--- src/rtl/ram_copy.sv ---
// ram_copy: block-copy engine acting as initiator on a RAM512 port (copy src->dst, len words).
// Fill mode (write fill_value over dst..dst+len-1) is built only when RAM_COPY_FILL_EN is defined.

module ram_copy #(
    parameter int ADDR_W = 9,
    parameter int DATA_W = 16
) (
    input  logic              clk,
    input  logic              reset,
    input  logic              start,
    input  logic [ADDR_W-1:0] src,
    input  logic [ADDR_W-1:0] dst,
    input  logic [ADDR_W:0]   len,
    input  logic              fill,
    input  logic [DATA_W-1:0] fill_value,
    output logic              busy,
    output logic              done,
    output logic [ADDR_W-1:0] ram_address,
    output logic [DATA_W-1:0] ram_in,
    output logic              ram_load,
    input  logic [DATA_W-1:0] ram_out
);

    localparam logic [ADDR_W:0] MAX_LEN = {1'b1, {ADDR_W{1'b0}}};

    typedef enum logic [2:0] {
        IDLE,
        READ,
        WRITE,
        FILL,
        DONE
    } state_t;

    state_t            state_q;
    state_t            state_d;
    logic [ADDR_W:0]   idx_q;
    logic [ADDR_W:0]   idx_next;
    logic [ADDR_W:0]   len_q;
    logic [ADDR_W:0]   len_sat;
    logic [ADDR_W-1:0] src_q;
    logic [ADDR_W-1:0] dst_q;
    logic [ADDR_W-1:0] src_addr;
    logic [ADDR_W-1:0] dst_addr;
    logic [DATA_W-1:0] data_q;
    logic              accept;
    logic              last;
    logic              fill_mode;

`ifdef RAM_COPY_FILL_EN
    logic [DATA_W-1:0] fill_value_q;

    assign fill_mode = fill;
`else
    logic unused_fill;

    assign fill_mode   = 1'b0;
    assign unused_fill = ^{fill, fill_value};
`endif

    assign len_sat  = (len > MAX_LEN) ? MAX_LEN : len;
    assign accept   = (state_q == IDLE) && start;
    assign idx_next = idx_q + 1'b1;
    assign last     = (idx_next == len_q);
    // Address sums are truncated to ADDR_W bits, giving the 511 -> 0 wrap.
    assign src_addr = src_q + idx_q[ADDR_W-1:0];
    assign dst_addr = dst_q + idx_q[ADDR_W-1:0];

    // NOTE: sequential state uses non-blocking (<=) so every flop samples pre-edge values.
    always_ff @(posedge clk) begin
        if (reset) begin
            state_q <= IDLE;
            idx_q   <= '0;
        end else begin
            state_q <= state_d;
            if (accept) begin
                idx_q <= '0;
            end else if (ram_load) begin
                idx_q <= idx_next;
            end
        end
    end

    // NOTE: request/data registers carry no reset; they are always written before being used.
    always_ff @(posedge clk) begin
        if (accept) begin
            src_q <= src;
            dst_q <= dst;
            len_q <= len_sat;
`ifdef RAM_COPY_FILL_EN
            fill_value_q <= fill_value;
`endif
        end
        if (state_q == READ) begin
            data_q <= ram_out;
        end
    end

    // NOTE: every output and next-state is defaulted first, so no latch can be inferred.
    always_comb begin
        state_d     = state_q;
        busy        = 1'b0;
        done        = 1'b0;
        ram_address = '0;
        ram_in      = '0;
        ram_load    = 1'b0;
        case (state_q)
            IDLE: begin
                if (start) begin
                    if (len_sat == '0) begin
                        state_d = DONE;
                    end else if (fill_mode) begin
                        state_d = FILL;
                    end else begin
                        state_d = READ;
                    end
                end
            end
            READ: begin
                busy        = 1'b1;
                ram_address = src_addr;
                state_d     = WRITE;
            end
            WRITE: begin
                busy        = 1'b1;
                ram_address = dst_addr;
                ram_in      = data_q;
                ram_load    = 1'b1;
                state_d     = last ? DONE : READ;
            end
`ifdef RAM_COPY_FILL_EN
            FILL: begin
                busy        = 1'b1;
                ram_address = dst_addr;
                ram_in      = fill_value_q;
                ram_load    = 1'b1;
                state_d     = last ? DONE : FILL;
            end
`endif
            DONE: begin
                done    = 1'b1;
                state_d = IDLE;
            end
            default: begin
                state_d = IDLE;
            end
        endcase
    end

endmodule

--- config.mk ---
export PLATFORM = sky130hd
export DESIGN_NAME = ram_copy
export DESIGN_NICKNAME = d
export VERILOG_FILES = /design/src/rtl/ram_copy.sv
export SDC_FILE = /design/constraint.sdc
export NUM_CORES = 1
export LEC_CHECK = 0
export CAP_MARGIN = 20
export CORE_UTILIZATION = 50
export CTS_CLUSTER_SIZE = 12
export DETAILED_ROUTE_END_ITERATION = 10
export PLACE_DENSITY = 0.86
export SLEW_MARGIN = 5
export SYNTH_ARGS = -nofsm -noshare
export SYNTH_HDL_FRONTEND = slang
export SYNTH_SLANG_ARGS = --single-unit
--- constraint.sdc ---
create_clock -name clk -period 8.6 [get_ports clk]
set_input_delay 2.58 -clock clk [delete_from_list [all_inputs] [get_ports clk]]
set_output_delay 2.58 -clock clk [all_outputs]
set_load 0.01 [all_outputs]
==> impl_metrics.toml <==
[synth]
synth-edff-count = 44
ys_top_cells_by_count = "edfxtp_1 (44), nand2_1 (32), nor2_1 (20)"
synth_async_sr_flop_share_pct = 0
ys_types = 41
netlist_area_um2 = 2815
postSynthCellCount = 257
synth_mux_area_share_pct = 0.7111
synth_compound_area_share_pct = 6.400
synthAdderAreaFrac_pct = 4.711
synth_seq_cells = 57
yosys.area_share.simple_pct = 21.47
synth_nets = 331
yosysMostFrequentCell = "edfxtp_1"
yosys_warnings = 0
ys_seq_area_share_pct = 56.18
synth_xor_area_share_pct = 8.400
synth_ff_type = "edfxtp_1"
synth_area_leaders = "edfxtp_1 (47%), dfxtp_1 (9.2%), xnor2_1 (5.3%), nand2_1 (4.3%), ha_1 (4.0%)"
synth.avg_cell_area_um2 = 10.95
synth_top_family_by_area = "simple AND/OR/NAND/NOR gates"
yosysTopAreaCellShare_pct = 46.93
synth_top_area_cell = "edfxtp_1"

[worst_setup_path]
crit_path_frequent_cell = "nand2_1"
endpoint_kind = "primary output"
r2r_setup_slack_ns = 6.62
slowest_stage = "clkdlybuf4s50_1"
r2r_cells = 7
cp_cell_sequence = "nor2_1 -> buf_4 -> nand2_1 -> buf_4 -> inv_1 -> nand2_1 -> nand2_1 -> ha_1 -> fa_1 -> a211oi_2 -> nor2_1 -> or4_1 -> a31oi_1 -> xor2_1 -> mux2i_1 -> clkdlybuf4s50_1"
cp.arrival_ns = 4.36
path_class = "reg2out"
crit_fanout = 19
start_kind = "register"
cpPeakStageDelay_ns = 0.57
reg2reg_from = "idx_q[1]"
worstPathRequired_ns = 6.02
r2r_end = "state_q[0]"

[power]
powerDensity_nw_per_um2 = 159.9
p_switching_mw = 0.1490
sw_frac_of_total_pct = 24.53
pwr-share-comb_pct = 12.5
vdd_drop_max_mv = 0.1306
intPower_mw = 0.4585
leakage_nw = 1.435
p_total_mw = 0.6076
clkPwrFrac_pct = 34.9
seq_power_share_pct = 52.5

[sta]
holdWs_ns = 0.5522
hold_viol_final = 0
rsz0062_at_grt = "false"
skew_ns = 0.008310
worst_slew_pin_slew_ns = 0.6771
setup_violations = 0
clock.fmax_mhz = 144.2
post-route-period-util_pct = 80.65
slew_headroom_pct = 54.80
tns_ns = 0
min_period_ns = 6.936
final_max_slew_viol_count = 0

[place]
port_buffers = 74
dp_hpwl_um = 4287
placed_area_um2 = 3627
gp_congestion = 0.8328
dp_cells = 393

[global_routing]
grt_start_max_net_pins = 30
grt_pass1_vias = 2138
grt_pass1_wl_um = 10010
antenna_found_initial = 0
track_usage_pct = 22.19
overflow = 0

[final_layout]
fin_nets = 408
drive_gt1_share_pct = 7.080
stdcell_area_um2 = 3799
syn2layout_area_growth_pct = 34.93
final_cells = 409
num_antenna_cells = 0

[status]
status = "finished clean"

[route]
drc_errors = 0
wire_per_inst_um = 14.34
via_per_inst = 5.274
num_vias = 2157
wl_um = 5867
antenna_left = 0
drt_iter0_markers = 88
drtPass1Iterations = 4

[clocking]
cts_tree = "yes"
root_buffer = "clkbuf_8"
cts_inserted_buffers = 9
cts_hold_buffers = 0
path_clk_slew_ns = 0.06
cts-resized-gates = 0
cts_max_level = 3
post_cts_buffers = 0
cts.sinks = 57
insertion_delay_ns = 0.34
clockBufferDepth = 2

[floorplan]
std_cell_rows = 26
die_h_um = 77.04
die_area_um2 = 5934
die_w_um = 77.04
core_area_um2 = 5270
start_util_pct = 53.42
io_pins = 92

[hold_path]
holdPathEnd = "idx_q[9]"
min_from = "idx_q[9]"
hold_class = "reg2reg"
whs_path_depth = 2

[flow_run]
cap_viol_max_count = 0
-- layout by cell type, fill, tap and decap left out, types with 2 or more instances in the layout --
cell             count
a21oi_1              9
and2_1               2
and3_1              17
and4_1               2
buf_4                3
clkbuf_8             9
clkdlybuf4s50_1     74
clkinv_2             2
clkinvlp_4           5
dfxtp_1             13
edfxtp_1            44
ha_1                 9
inv_1                4
mux2i_1              2
nand2_1             32
nand2b_1             2
nand3_1              7
nand4_1              3
nor2_1              20
nor2b_1              9
nor3_1               7
nor4_1               4
o211ai_1             2
o21ai_0              9
or2_2                2
or3_1                3
or4_1                2
xnor2_1             17
xor2_1              10
-- metal layers --
metal / wire length, um / vias up / share of wire [%] / global-route usage [%]
met5: 0 / - / 0 / 0
met2: 3029 / 64 / 52 / 37.14
met1: 2422 / 999 / 41 / 26.70
li1: - / 1080 / - / -
met4: 143 / 0 / 2.4 / 10.38
met3: 272 / 14 / 4.6 / 5.714
-- critical path: cells and delay by family, from the launching register on --
kind	cells	cell delay, ns
AOI/OAI and AO/OA	2	0.42
DFF	1	0.40
and+or+nand+nor	6	0.87
xor gates and xnor gates	1	0.20
adders and majority gates	2	0.65
muxes	1	0.20
buffers and inverters	4	1.27
-- power by group through the flow --
stage	Sequential, mW	Clock, mW	Combinational, mW
after floorplan	0.323	0	0.0358
after global routing	0.320	0.228	0.0841
final	0.319	0.212	0.0762
after CTS	0.319	0.216	0.0769
after global placement	0.324	0	0.0745
after detailed placement	0.325	0	0.0762
-- worst max path at each step --
| stage | depth (start not counted) | slack [ns] | endpoint | startpoint |
|---|---|---|---|---|
| floorplan | 4 | 2.19 | idx_q[0] | start |
| global placement | 16 | 2.08 | ram_address[8] | state_q[0] |
| detailed placement | 16 | 1.99 | ram_address[8] | state_q[0] |
| CTS | 16 | 1.62 | ram_address[8] | state_q[0] |
| global route | 16 | 1.37 | ram_address[8] | state_q[0] |
| finish | 16 | 1.66 | ram_address[8] | state_q[0] |
-- state kept, by name, summed over array words and instances (netlist names) --
| signal | flops |
|---|---|
| state_q | 3 |
| dst_q | 9 |
| data_q | 16 |
| idx_q | 10 |
| len_q | 10 |
| src_q | 9 |
-- metrics by stage --
stage	util, %	setup WS [ns]
2_1_floorplan	-	2.188
3_3_place_gp	68.83	2.080
3_5_place_dp	68.83	1.988
4_1_cts	72.08	1.619
5_1_grt	72.08	1.367
6_report	72.08	1.664
-- cell type report --
| cell class | instances | area (um2) |
|---|---|---|
| Clock buffer | 9 | 123.9 |
| Clock inverter | 7 | 47.55 |
| Fill cell | 385 | 1471 |
| Inverter | 4 | 15.01 |
| Multi-Input combinational cell | 185 | 1180 |
| Sequential cell | 57 | 1582 |
| Tap cell | 70 | 87.58 |
| Timing Repair Buffer | 77 | 763.2 |
-- cells by family after synthesis --
family | count (synthesis)
xor+xnor | 27
mux | 2
flops | 57
fa+ha+maj | 10
compound gates | 29
simple gates | 117
buf+inv | 15
No activity file was read; power rests on OpenSTA's default activity.
